## config.mk

```make
export PLATFORM = sky130hd
export DESIGN_NAME = multicycle_controller
export DESIGN_NICKNAME = d
export VERILOG_FILES = /design/src/rtl/multicycle_controller.sv
export SDC_FILE = /design/constraint.sdc
export NUM_CORES = 1
export LEC_CHECK = 0
export BUFFER_PORTS_ARGS = -buffer_cell sky130_fd_sc_hd__buf_2
export CAP_MARGIN = 20
export CELL_PAD_IN_SITES_DETAIL_PLACEMENT = 1
export CELL_PAD_IN_SITES_GLOBAL_PLACEMENT = 1
export CORE_MARGIN = 4
export CORE_UTILIZATION = 30
export DETAILED_ROUTE_END_ITERATION = 16
export GPL_ROUTABILITY_DRIVEN = 0
export PLACE_DENSITY = 0.75
export SLEW_MARGIN = 30
export SYNTH_ARGS = -nofsm -noshare
export SYNTH_HDL_FRONTEND = slang
export SYNTH_SLANG_ARGS = --single-unit
```

## constraint.sdc

```tcl
create_clock -name clk -period 1.8 [get_ports clk]
set_input_delay 0.27 -clock clk [delete_from_list [all_inputs] [get_ports clk]]
set_output_delay 0.27 -clock clk [all_outputs]
set_load 0.02 [all_outputs]
```

## src/rtl/multicycle_controller.sv

```systemverilog
// Multicycle RV32I sequencer: walks one FSM per instruction, driving the shared ALU,
// the unified memory port and the register file, and counts retired instructions.
module multicycle_controller #(
    parameter int CNT_W = 32
) (
    input  logic             clk,
    input  logic             rst_n,
    input  logic [6:0]       opcode,
    input  logic [2:0]       funct3,
    input  logic             funct7b5,
    input  logic             zero,
    input  logic             mem_ready,
    output logic             pc_write,
    output logic             ir_write,
    output logic             adr_src,
    output logic             mem_write,
    output logic             reg_write,
    output logic [1:0]       result_src,
    output logic [1:0]       alu_src_a,
    output logic [1:0]       alu_src_b,
    output logic [2:0]       alu_control,
    output logic             illegal,
    output logic [3:0]       state,
    output logic [CNT_W-1:0] instret
);

    localparam logic [3:0] S_FETCH  = 4'd0;
    localparam logic [3:0] S_DECODE = 4'd1;
    localparam logic [3:0] S_MEMADR = 4'd2;
    localparam logic [3:0] S_MEMRD  = 4'd3;
    localparam logic [3:0] S_MEMWB  = 4'd4;
    localparam logic [3:0] S_MEMWR  = 4'd5;
    localparam logic [3:0] S_EXECR  = 4'd6;
    localparam logic [3:0] S_EXECI  = 4'd7;
    localparam logic [3:0] S_ALUWB  = 4'd8;
    localparam logic [3:0] S_JAL    = 4'd9;
    localparam logic [3:0] S_BR     = 4'd10;

    localparam logic [6:0] OP_LOAD  = 7'b0000011;
    localparam logic [6:0] OP_STORE = 7'b0100011;
    localparam logic [6:0] OP_R     = 7'b0110011;
    localparam logic [6:0] OP_I     = 7'b0010011;
    localparam logic [6:0] OP_JAL   = 7'b1101111;
    localparam logic [6:0] OP_BR    = 7'b1100011;

    localparam logic [2:0] ALU_ADD = 3'b000;
    localparam logic [2:0] ALU_SUB = 3'b001;
    localparam logic [2:0] ALU_AND = 3'b010;
    localparam logic [2:0] ALU_OR  = 3'b011;
    localparam logic [2:0] ALU_SLT = 3'b101;

    function automatic logic [2:0] alu_decode(input logic [2:0] f3, input logic use_sub);
        logic [2:0] op;
        case (f3)
            3'b000:  op = use_sub ? ALU_SUB : ALU_ADD;
            3'b010:  op = ALU_SLT;
            3'b110:  op = ALU_OR;
            3'b111:  op = ALU_AND;
            default: op = ALU_ADD;
        endcase
        return op;
    endfunction

    logic [3:0]       state_q, state_d;
    logic [CNT_W-1:0] instret_q, instret_d;
    logic             retire_s;
    logic             br_ok_s;
    logic             pc_write_s, ir_write_s, mem_write_s, reg_write_s, illegal_s;

    assign br_ok_s = (funct3 == 3'b000) || (funct3 == 3'b001);

    // State register and retired-instruction counter
    always_ff @(posedge clk or negedge rst_n) begin
        if (!rst_n) begin
            state_q   <= S_FETCH;
            instret_q <= '0;
        end else begin
            state_q   <= state_d;
            instret_q <= instret_d;
        end
    end

    // Next-state selection; retire_s marks the edges that complete an instruction
    always_comb begin
        state_d  = S_FETCH;
        retire_s = 1'b0;
        case (state_q)
            S_FETCH: begin
                if (mem_ready) state_d = S_DECODE;
                else           state_d = S_FETCH;
            end
            S_DECODE: begin
                case (opcode)
                    OP_LOAD, OP_STORE: state_d = S_MEMADR;
                    OP_R:              state_d = S_EXECR;
                    OP_I:              state_d = S_EXECI;
                    OP_JAL:            state_d = S_JAL;
                    OP_BR: begin
                        if (br_ok_s) state_d = S_BR;
                        else         state_d = S_FETCH;
                    end
                    default:           state_d = S_FETCH;
                endcase
            end
            S_MEMADR: begin
                if (opcode == OP_LOAD) state_d = S_MEMRD;
                else                   state_d = S_MEMWR;
            end
            S_MEMRD: begin
                if (mem_ready) state_d = S_MEMWB;
                else           state_d = S_MEMRD;
            end
            S_MEMWB: begin
                state_d  = S_FETCH;
                retire_s = 1'b1;
            end
            S_MEMWR: begin
                if (mem_ready) begin
                    state_d  = S_FETCH;
                    retire_s = 1'b1;
                end else begin
                    state_d  = S_MEMWR;
                end
            end
            S_EXECR: state_d = S_ALUWB;
            S_EXECI: state_d = S_ALUWB;
            S_ALUWB: begin
                state_d  = S_FETCH;
                retire_s = 1'b1;
            end
            S_JAL:   state_d = S_ALUWB;
            S_BR: begin
                state_d  = S_FETCH;
                retire_s = 1'b1;
            end
            default: state_d = S_FETCH;
        endcase
        if (retire_s) instret_d = instret_q + CNT_W'(1);
        else          instret_d = instret_q;
    end

    // Per-state datapath selects and write enables
    always_comb begin
        pc_write_s  = 1'b0;
        ir_write_s  = 1'b0;
        mem_write_s = 1'b0;
        reg_write_s = 1'b0;
        illegal_s   = 1'b0;
        adr_src     = 1'b0;
        result_src  = 2'b00;
        alu_src_a   = 2'b00;
        alu_src_b   = 2'b00;
        alu_control = ALU_ADD;
        case (state_q)
            S_FETCH: begin
                alu_src_b  = 2'b10;
                result_src = 2'b10;
                ir_write_s = mem_ready;
                pc_write_s = mem_ready;
            end
            S_DECODE: begin
                alu_src_a = 2'b01;
                alu_src_b = 2'b01;
                case (opcode)
                    OP_LOAD, OP_STORE, OP_R, OP_I, OP_JAL: illegal_s = 1'b0;
                    OP_BR:   illegal_s = !br_ok_s;
                    default: illegal_s = 1'b1;
                endcase
            end
            S_MEMADR: begin
                alu_src_a = 2'b10;
                alu_src_b = 2'b01;
            end
            S_MEMRD: adr_src = 1'b1;
            S_MEMWB: begin
                result_src  = 2'b01;
                reg_write_s = 1'b1;
            end
            S_MEMWR: begin
                adr_src     = 1'b1;
                mem_write_s = 1'b1;
            end
            S_EXECR: begin
                alu_src_a   = 2'b10;
                alu_control = alu_decode(funct3, funct7b5);
            end
            S_EXECI: begin
                alu_src_a   = 2'b10;
                alu_src_b   = 2'b01;
                alu_control = alu_decode(funct3, 1'b0);
            end
            S_ALUWB: reg_write_s = 1'b1;
            S_JAL: begin
                alu_src_a  = 2'b01;
                alu_src_b  = 2'b10;
                pc_write_s = 1'b1;
            end
            S_BR: begin
                alu_src_a   = 2'b10;
                alu_control = ALU_SUB;
                if (funct3 == 3'b000)      pc_write_s = zero;
                else if (funct3 == 3'b001) pc_write_s = !zero;
                else                       pc_write_s = 1'b0;
            end
            default: begin
                adr_src = 1'b0;
            end
        endcase
    end

    // Enables are held off combinationally while reset is asserted
    assign pc_write  = pc_write_s  & rst_n;
    assign ir_write  = ir_write_s  & rst_n;
    assign mem_write = mem_write_s & rst_n;
    assign reg_write = reg_write_s & rst_n;
    assign illegal   = illegal_s   & rst_n;
    assign state     = state_q;
    assign instret   = instret_q;

endmodule
```

# --- After elaboration in Yosys (flattened, before gate mapping) ---
# Index checks and enable logic that the tools add are counted.
word_totals:
  elab_cells: 68
  in_bits: 15
  out_inout_bits: 51
  regBits: 36
classes:
  n_eq_ne: 20
  mux: 25
  reduce_logical: 15
  bitwise_logic: 5
  addsub: 1
op_table:
  columns: ["operator", "n"]
  rows:
  - ["32-bit by 1-bit adder with 32-bit output, second input constant", 1]
  - ["4-bit one-hot mux with 6 select lines", 1]
  - ["4-bit one-hot mux with 5 select lines", 1]
  - ["3-bit one-hot mux with 3 select lines", 2]
  - ["4-bit by 3-bit == test with 1-bit output, second input constant", 4]
  - ["7-bit by 6-bit == test with 1-bit output, second input constant", 2]
  - ["7-bit == test, second input constant", 2]
  - ["4-bit == test, second input constant", 3]
  - ["2-bit one-hot mux with 2 select lines", 3]
  - ["3-bit one-hot mux with 4 select lines", 1]
  - ["1-bit 2-to-1 mux", 10]
  - ["2-bit OR reduction", 5]
  - ["3-bit 2-to-1 mux", 3]
  - ["3-bit OR reduction", 3]
  - ["4-bit by 2-bit == test with 1-bit output, second input constant", 2]
  - ["7-bit by 2-bit == test with 1-bit output, second input constant", 1]
  - ["7-bit by 5-bit == test with 1-bit output, second input constant", 1]
  - ["3-bit == test, second input constant", 2]
  - ["1-bit bitwise AND", 5]
  - ["5-bit OR reduction", 1]
  - ["4-bit by 1-bit == test with 1-bit output, second input constant", 1]
  - ["4-bit zero test", 1]
  - ["4-bit 2-to-1 mux", 1]
  - ["1-bit one-hot mux with 2 select lines", 2]
  - ["other kinds (7)", 8]

# --- Longest topological paths before layout ---
# Gate-level depths: netlist of run 1.
logic_depth:
  word_depth: 6
  ltp_mapped: 7
  mapped_depth_nobuf: 6

# --- Worst setup path after synthesis of run 1 ---
# No wires, ideal clock.
synth_timing:
  path_kind: "register to output"
  startpoint: "register state_q[1], in the netlist state[1]"
  endpoint: "output port alu_control[2]"
  setup_slack_ns: -0.306
  required_time_ns: 1.530
  t_arrival_ns: 1.836
  path_stages_with_launch: 5
  path_buffers: 2
  cell_sequence: "dfrtp_1 > clkbuf_1 > clkbuf_1 > nand2_1 > nor4_1"
synth_via:
  elab_chain_len: 2
  elab_cells_between_ends: 4
  classes_between: "eq/ne (3); mux (1)"
synth_lines:
  columns: ["item", "line_no", "text"]
  rows:
  - ["start: declaration", "64", "logic [3:0] state_q, state_d;"]
  - ["start signal: assignment", "78", "state_q <= state_d;"]
  - ["4-bit == test / 4-bit by 3-bit == test with 1-bit output (equally long branches)", "154", "case (state_q)"]
  - ["3-bit one-hot mux with 3 select lines (*)", "154", null]
  - ["end: declaration", "21", "output logic [2:0] alu_control,"]
# Every way passes the cells marked *; elsewhere a longest branch is shown, timed or not.

# --- Final worst setup path of run 1 ---
layout_timing:
  startpoint: "register state_q[3], in the netlist state[3]"
  endpoint: "output port pc_write"
layout_via:
  elab_chain_len: 3
  elab_cells_between_ends: 5
  classes_between: "eq/ne (2); mux (1); bitwise (1); reduce/logical (1)"
layout_lines:
  columns: ["item", "line_no", "text"]
  rows:
  - ["4-bit == test / 4-bit zero test (equally long branches)", "154", null]
  - ["1-bit one-hot mux with 3 select lines (*)", "154", null]
  - ["1-bit bitwise AND (*)", "212", "assign pc_write = pc_write_s & rst_n;"]
  - ["end: declaration", "13", "output logic pc_write,"]
# Marks and branches as above.

==> results of run 1 <==
==> synth_stat cells <==
cell type  number  area (µm²)
nor2b_1         4       25.02
a32o_1          1       10.01
nor3b_1         1       7.510
mux2_2          1       11.26
dfrtp_1        36       900.9
and3_4          1       11.26
nor2_1         17       63.81
a221oi_1        1       8.760
a21oi_1         9       45.04
buf_6           1       11.26
or3_1           1       6.260
nor4_2          4       50.05
nor4_1          8       50.05
mux2i_1         2       20.02
nor3_2          1       10.01
a31oi_1         1       6.260
inv_1           7       26.28
buf_1           2       7.510
and3_1          5       31.28
and2_1          1       6.260
or2_1           1       6.260
ha_1            1       12.51
nand2b_1        4       25.02
o41ai_1         1       8.760
nand3_1        14       70.07
o32ai_1         2       17.52
nand2_4         1       11.26
nand4_1        12       75.07
o32ai_4         1       27.53
o21bai_1        2       15.01
clkbuf_1        5       18.77
xnor2_1        19       166.4
nand2_1        17       63.81
nor3_1         10       50.05
nor4b_4         1       23.77
xor2_1         16       140.1
buf_2           1       5.000
and4_1          3       26.28
==> worst paths after layout <==
check,from,end,cells after the start
max in group asynchronous,rst_n,state[1]$_DFF_PN0_,2
worst max-delay path,state[3]$_DFF_PN0_,pc_write,6
worst min register to register,instret[31]$_DFFE_PN0P_,instret[31]$_DFFE_PN0P_,1
worst min-delay path,rst_n,instret[30]$_DFFE_PN0P_,2
min in group clk,mem_ready,state[0]$_DFF_PN0_,2
worst max register to register,state[3]$_DFF_PN0_,instret[6]$_DFFE_PN0P_,7
==> power breakdown <==
group	internal (mW)	switching, mW
logic	0.174	0.234
registers	0.839	0.0521
clock network	0.693	0.309
total	1.71	0.595
==> registers in the layout, indices dropped and copies added (netlist names) <==
| signal | flops |
|---|---|
| instret | 32 |
| state | 4 |
==> layout make-up <==
| class | instances | area, µm² |
|---|---|---|
| timing repair buffer | 99 | 659.4 |
| clock buffer | 5 | 68.82 |
| fill | 774 | 3573 |
| clock inverter | 3 | 90.09 |
| sequential | 36 | 902.1 |
| multi-input combinational | 163 | 1336 |
| inverter | 7 | 26.28 |
| tap | 80 | 100.1 |
==> routing by layer <==
layer / up-vias / wire length [µm]
met2: 52 / 3375
met5: - / 0
met1: 992 / 2984
li1: 955 / -
met4: 0 / 64
met3: 8 / 295
==> logic make-up after synthesis <==
group,share of synthesized area
multiplexers,0.01510
adder cells (fa/ha/maj),0.006038
buffers and inverters,0.03321
AO/OA/AOI/OAI,0.06703
flip-flops,0.4348
XOR/XNOR,0.1479
AND/OR/NAND/NOR,0.2959
==> timing repair <==
action	CTS	global route
endpoints found under the setup margin	4	32
setup buffers	2	15
pin swaps	5	19
gates resized for setup	11	47
==> worst register-to-register path: stages, from the launching register on <==
cell      delay, ns
dfrtp_1        0.40
buf_4          0.14
nand2b_4       0.15
o32ai_4        0.39
buf_6          0.16
nor2b_4        0.16
and4_1         0.22
xor2_1         0.17
==> results.yml, run 1 <==
setup_path:
  cp_top_family: "simple AND/OR/NAND/NOR gates"
  worstPathRequired_ns: 1.53
  cp-end-kind: "output pin"
  crit_type: "register to output pin"
  worst_path_max_delay_cell: "dfrtp_1"
  rrSetupSlack_ns: -0.06
  arrival_ns: 1.69
  cpPeakStageDelay_ns: 0.40
  crit_top_cell: "a21oi_2"
  crit_chain: "buf_6 > or3_4 > a21oi_2 > a21oi_2 > nor3b_2 > buf_4"
  worst-path-buf-inv: 2
  critPathMaxFanout: 4
  startpoint_type: "register"
cells_and_area:
  nets: 328
  final_layout_size_suffix_gt1_frac: 0.4856
  final_cell_area_um2: 3183
  area_delta_synth_final_pct: 53.62
  final_cell_mix: "buf_2 (57), dfrtp_1 (35), buf_4 (31)"
  layout.cells.non_filler: 393
  mostFrequentLayoutCell: "buf_2"
  antenna_cells: 0
  postLayoutCoreUtil: 0.4711
power_and_ir_drop:
  powerDensity_nw_per_um2: 723.1
  ir_drop_uv: 509.3
  p_leak_nw: 1.602
  power_mw: 2.302
die:
  dieArea_um2: 8300
  num_rows: 30
  initial_core_util: 0.3067
  die_y_um: 91.11
  pin_count: 66
  coreArea_um2: 6756
  die_w_um: 91.11
synth:
  ys_ff_latch: 36
  ys_seq_area_frac: 0.4348
  syn_nets: 231
  syn_area_um2: 2072
  syn_avg_cell_area_um2: 9.637
  ys_types: 38
  netlist_instances: 215
  synth_warnings: 0
detailed_routing:
  num_vias: 2007
  ant_nets: 0
  initialDrtViolationCount: 60
  drt-vias-per-instance: 5.107
  drt_pass1_iterations: 4
  post_drt_wl_per_cell_um: 17.10
  drc: 0
  wl_um: 6719
cts:
  hold_buffers: 0
  cts_inserted_buffers: 5
  clock_sinks: 36
  cts_buffer_depth: 2
  root_buffer: "clkbuf_8"
  h-tree-depth: 2
  cts_tree: "yes"
  clk_transition_reported_paths_ns: 0.08
  clk_latency_ns: 0.29
timing:
  grt_setup_unrepaired: "true"
  tightest_slew_ns: 0.5269
  max_freq_ghz: 0.5113
  fin_crit_ns: 1.956
  finalSetupViolCount: 11
  fin_crit_sh: 1.087
  finalSetupTns_ns: -0.4890
  holdWs_ns: 0.1130
  slew_violations: 0
  setup_slack_ns: -0.1559
  worst_slew_margin_rel: 0.6477
  skew_ns: 0.005723
  hold_viol_final: 0
grt:
  grtUsageMet2: 0.2440
  grt_busiest_layer: "met2"
  grt_remaining_overflow: 0
  antenna_found_initial: 0
  grt_pass1_vias: 2005
  track_usage: 0.1474
  grt_max_degree: 37
  use_met1: 0.1913
  use_met3: 0.04391
  grt_pass1_wl_um: 10070
run_status:
  failed_checks: "setup timing"
  status: "finished with violations"
place:
  place_area_um2: 2620
  hpwl_um: 4615
  io_buffers: 65
  placedCellCount: 368
  placement.setup.worst_slack_ns: 0.05690
flow_run:
  cap_violations: 0
min_path:
  hold_class: "input pin to asynchronous set/reset pin"
Power figures use the tool's default switching activity.
==> inputs of run 2 (changes only) <==
- RECOVER_POWER: default -> 50
==> run 2 against run 1 <==
Compared with the run above:
- fmax up 0.38%
- routed wire length about the same
- the run still ends with setup timing left
- sequential share of layout area up 0.15 points
- critical path depth unchanged
- non-clock buffer count unchanged
- register-to-register slack about the same
- via count about the same
- clock skew about the same
- count of clock-buffer cells in the layout unchanged
==> results.yml, run 2 (synthesis gave the netlist of run 1 again) <==
setup_path:
  rrSetupSlack_ns: -0.06
  critPathMaxFanout: 4
  crit_type: "register to output pin"
  r2r.worst_path.cells: 7
  arrival_ns: 1.68
  rr_startpoint: "state[3]$_DFF_PN0_"
  crit_path_end: "pc_write"
  crit_chain: "buf_6 > or3_4 > a21oi_2 > a21oi_2 > nor3b_2 > buf_4"
  critPathLaunch: "state[3]$_DFF_PN0_"
  worst_path_max_delay_cell: "dfrtp_1"
  crit_top_cell: "a21oi_2"
  cp-end-kind: "output pin"
  startpoint_type: "register"
  worstPathRequired_ns: 1.53
  cpPeakStageDelay_ns: 0.40
  worst_r2r_endpoint: "instret[6]$_DFFE_PN0P_"
timing:
  grt_setup_unrepaired: "true"
  holdWs_ns: 0.2594
  finalSetupViolCount: 11
  tightest_slew_ns: 0.9110
  slew_violations: 0
  max_freq_ghz: 0.5132
  fin_crit_ns: 1.948
  setup_slack_ns: -0.1485
  hold_viol_final: 0
  skew_ns: 0.005706
  worst_slew_margin_rel: 0.3927
  fin_crit_sh: 1.082
power_and_ir_drop:
  powerDensity_nw_per_um2: 726.0
  p_leak_nw: 1.564
  ir_drop_uv: 509.3
cts:
  clk_transition_reported_paths_ns: 0.08
  hold_buffers: 0
  h-tree-depth: 2
  cts_buffer_depth: 2
  root_buffer: "clkbuf_8"
  clk_latency_ns: 0.29
  cts_tree: "yes"
  clock_sinks: 36
  cts_inserted_buffers: 5
run_status:
  status: "finished with violations"
  failed_checks: "setup timing"
grt:
  antenna_found_initial: 0
  track_usage: 0.1474
  grt_remaining_overflow: 0
  grt_pass1_wl_um: 10070
  grt_pass1_vias: 2005
  grt_max_degree: 37
cells_and_area:
  nets: 328
  layout.cells.non_filler: 393
  final_layout_size_suffix_gt1_frac: 0.4505
  mostFrequentLayoutCell: "buf_2"
  antenna_cells: 0
  area_delta_synth_final_pct: 52.84
  final_cell_mix: "buf_2 (46), dfrtp_1 (35), buf_4 (30)"
  largest_reg_flops: 32
detailed_routing:
  drt-vias-per-instance: 5.104
  wl_um: 6720
  drt_pass1_iterations: 4
  num_vias: 2006
  ant_nets: 0
  initialDrtViolationCount: 58
  post_drt_wl_per_cell_um: 17.10
  drc: 0
die:
  die_y_um: 91.11
  dieArea_um2: 8300
  coreArea_um2: 6756
  die_w_um: 91.11
  pin_count: 66
  initial_core_util: 0.3067
  num_rows: 30
flow_run:
  cap_violations: 0
min_path:
  hold_class: "input pin to register"
place:
  placedCellCount: 368
  hpwl_um: 4615
  io_buffers: 65
-- run 2: changes by cell type in the layout (fill, tap and decap cells not counted), sizes merged --
| cell | change |
|---|---|
| buf | -12 |
| clkbuf | +12 |
-- run 2: worst min path at each step --
stage / start / endpoint / cells after the start
after floorplan: rst_n / instret[0]$_DFFE_PN0P_ / 0
after global placement: rst_n / instret[30]$_DFFE_PN0P_ / 2
after detailed placement: rst_n / instret[31]$_DFFE_PN0P_ / 2
after CTS: rst_n / instret[31]$_DFFE_PN0P_ / 2
after global routing: mem_ready / state[0]$_DFF_PN0_ / 2
final: mem_ready / state[0]$_DFF_PN0_ / 2
-- run 2: where the power goes --
group	total (mW)	switching, mW	internal, mW
registers	0.891	0.0521	0.839
logic	0.407	0.234	0.173
clock network	1.00	0.308	0.693
total	2.30	0.594	1.71
-- run 2: cell type report --
cell class / count / area, µm²
flip-flops and latches: 36 / 902.1
well taps: 80 / 100.1
inverters: 7 / 26.28
fillers: 770 / 3590
repair buffers: 99 / 643.1
clock inverters: 3 / 90.09
multi-input cells: 163 / 1336
clock buffers: 5 / 68.82
-- run 2: worst max-delay path, delay by kind of cell (launching register included) --
family,cells,cell delay (ns)
flip-flops,1,0.40
AO/OA/AOI/OAI,2,0.22
AND/OR/NAND/NOR,2,0.48
buffers and inverters,2,0.29
-- run 2: per-layer routing --
| layer | track usage | routed length [µm] | part of all wire | vias up |
|---|---|---|---|---|
| met4 | 0.02889 | 64 | 0.0095 | 0 |
| met3 | 0.04391 | 296 | 0.044 | 8 |
| li1 | - | - | - | 958 |
| met5 | 0 | 0 | 0 | - |
| met2 | 0.2440 | 3376 | 0.50 | 52 |
| met1 | 0.1913 | 2982 | 0.44 | 988 |
-- run 2: what timing repair did --
action,in CTS,in global routing
pin swaps,5,19
setup buffers,2,15
endpoints found under the setup margin,4,32
resized for setup,11,47
-- run 2: stage by stage --
step	worst slack [ns]	TNS (ns)	total power, mW	utilization	instance area, µm²
finish	-0.1485	-0.5046	2.299	0.4687	3167
floorplan	0.00007083	0	1.076	-	2098
global route	-0.2251	-2.792	2.406	0.4687	3167
CTS	-0.1597	-0.4507	2.248	0.4209	2844
detailed placement	0.05690	0	1.239	0.3878	2620
global placement	0.09576	0	1.225	0.3878	2620
==> inputs of run 3 (changes only) <==
- BUFFER_PORTS_ARGS: -buffer_cell sky130_fd_sc_hd__buf_2 -> -buffer_cell sky130_fd_sc_hd__clkbuf_2
==> run 3 against run 2 <==
Compared with the run above:
- the flow still finishes with violations (setup timing)
- hold slack improved by 0.0049 ns
- clock power decreased by 29%
- clock skew increased by 0.0040 ns
- critical path type unchanged
- largest cell class unchanged
- highest routed layer unchanged
==> results.yml, run 3 (synthesis gave the netlist of run 1 again) <==
power_and_ir_drop:
  powerDensity_nw_per_um2: 675.5
  p_leak_nw: 1.486
  ir_drop_uv: 441.7
cts:
  h-tree-depth: 2
  cts_inserted_buffers: 5
  clk_latency_ns: 0.29
  root_buffer: "clkbuf_8"
  clk_transition_reported_paths_ns: 0.07
  clock_sinks: 36
  cts_buffer_depth: 2
  cts_tree: "yes"
run_status:
  failed_checks: "setup timing"
  status: "finished with violations"
detailed_routing:
  drt-vias-per-instance: 5.132
  initialDrtViolationCount: 41
  drc: 0
  num_vias: 2027
  drt_pass1_iterations: 4
  ant_nets: 0
  wl_um: 6719
  post_drt_wl_per_cell_um: 17.01
setup_path:
  rrSetupSlack_ns: 0.07
  arrival_ns: 1.70
  r2r.worst_path.cells: 6
  worstPathRequired_ns: 1.53
  startpoint_type: "register"
  critPathMaxFanout: 4
  crit_type: "register to output pin"
  worst_r2r_endpoint: "instret[31]$_DFFE_PN0P_"
  rr_startpoint: "state[0]$_DFF_PN0_"
  cp-end-kind: "output pin"
timing:
  grt_setup_unrepaired: "true"
  setup_slack_ns: -0.1714
  fin_crit_sh: 1.095
  worst_slew_margin_rel: 0.4299
  finalSetupTns_ns: -0.4891
  fin_crit_ns: 1.971
  tightest_slew_ns: 0.8552
  slew_violations: 0
  max_freq_ghz: 0.5072
  finalSetupViolCount: 6
  skew_ns: 0.009660
  hold_viol_final: 0
place:
  placedCellCount: 368
  io_buffers: 65
  hpwl_um: 4531
die:
  num_rows: 30
  dieArea_um2: 8300
  die_y_um: 91.11
  coreArea_um2: 6756
  die_w_um: 91.11
  pin_count: 66
  initial_core_util: 0.3067
grt:
  track_usage: 0.1440
  grt_remaining_overflow: 0
  antenna_found_initial: 0
  grt_max_degree: 35
  grt_pass1_wl_um: 9873
  grt_pass1_vias: 2017
min_path:
  holdPathStages: 2
  hold_class: "input pin to register"
  hp-start: "mem_ready"
  hold_path_end: "state[0]$_DFF_PN0_"
flow_run:
  cap_violations: 0
cells_and_area:
  final_layout_size_suffix_gt1_frac: 0.4286
  final_cell_mix: "clkbuf_2 (49), dfrtp_1 (34), buf_4 (31)"
  mostFrequentLayoutCell: "clkbuf_2"
  layout.cells.non_filler: 395
  nets: 330
  largest_reg_flops: 32
  antenna_cells: 0
  area_delta_synth_final_pct: 47.16
run 3: what timing repair did:
item,CTS,global route
pin swaps,2,14
resized for setup,13,39
hold buffers,1,0
endpoints found under the setup margin,5,23
buffers inserted,8,10
endpoints found under the hold margin,2,0
run 3: cell type report:
type                            count  area, µm²
Sequential cell                    36      903.4
Fill cell                         795       3707
Inverter                            7      26.28
Multi-Input combinational cell    163       1267
Tap cell                           80      100.1
Timing Repair Buffer              101      644.4
Clock inverter                      2      35.03
Clock buffer                        6      72.57
run 3: worst max-delay path, stage by stage, from the launching register on:
cell and delay, ns:
dfrtp_1 0.45, or3_4 0.43, a21oi_2 0.16, a21oi_2 0.05
nor3b_2 0.17, buf_4 0.16
run 3: where the power goes:
part / internal (mW) / leakage, nW / switching, mW / total (mW)
combinational: 0.215 / 0.953 / 0.255 / 0.470
clock: 0.411 / 0.0552 / 0.295 / 0.706
sequential: 0.840 / 0.478 / 0.0429 / 0.883
total: 1.47 / 1.49 / 0.593 / 2.06
run 3: how the worst max path moves through the flow:
stage	start	end
6_report	state[0]$_DFF_PN0_	pc_write
2_1_floorplan	state[0]$_DFF_PN0_	alu_src_b[0]
5_1_grt	state[0]$_DFF_PN0_	pc_write
4_1_cts	state[3]$_DFF_PN0_	pc_write
3_3_place_gp	state[0]$_DFF_PN0_	pc_write
3_5_place_dp	instret[5]$_DFFE_PN0P_	instret[31]$_DFFE_PN0P_
run 3: layer usage:
metal | routed length (µm) | vias up | global-route usage | share of wire
met5 | 0 | - | 0 | 0
met4 | 112 | 0 | 0.03518 | 0.017
met3 | 331 | 8 | 0.04060 | 0.049
met2 | 3399 | 54 | 0.2446 | 0.51
met1 | 2876 | 1004 | 0.1802 | 0.43
li1 | - | 961 | - | -
run 3: stage by stage:
step	cell area [µm²]	util	power, mW	setup WS (ns)	hold slack (ns)
2_1_floorplan	2098	-	1.076	0.00007083	-0.02559
3_3_place_gp	2608	0.3859	1.235	0.1104	0.1017
3_5_place_dp	2608	0.3859	1.247	0.03732	0.1129
4_1_cts	2840	0.4204	1.978	-0.1792	0.1281
5_1_grt	3049	0.4513	2.158	-0.2221	0.2673
6_report	3049	0.4513	2.060	-0.1714	0.2642
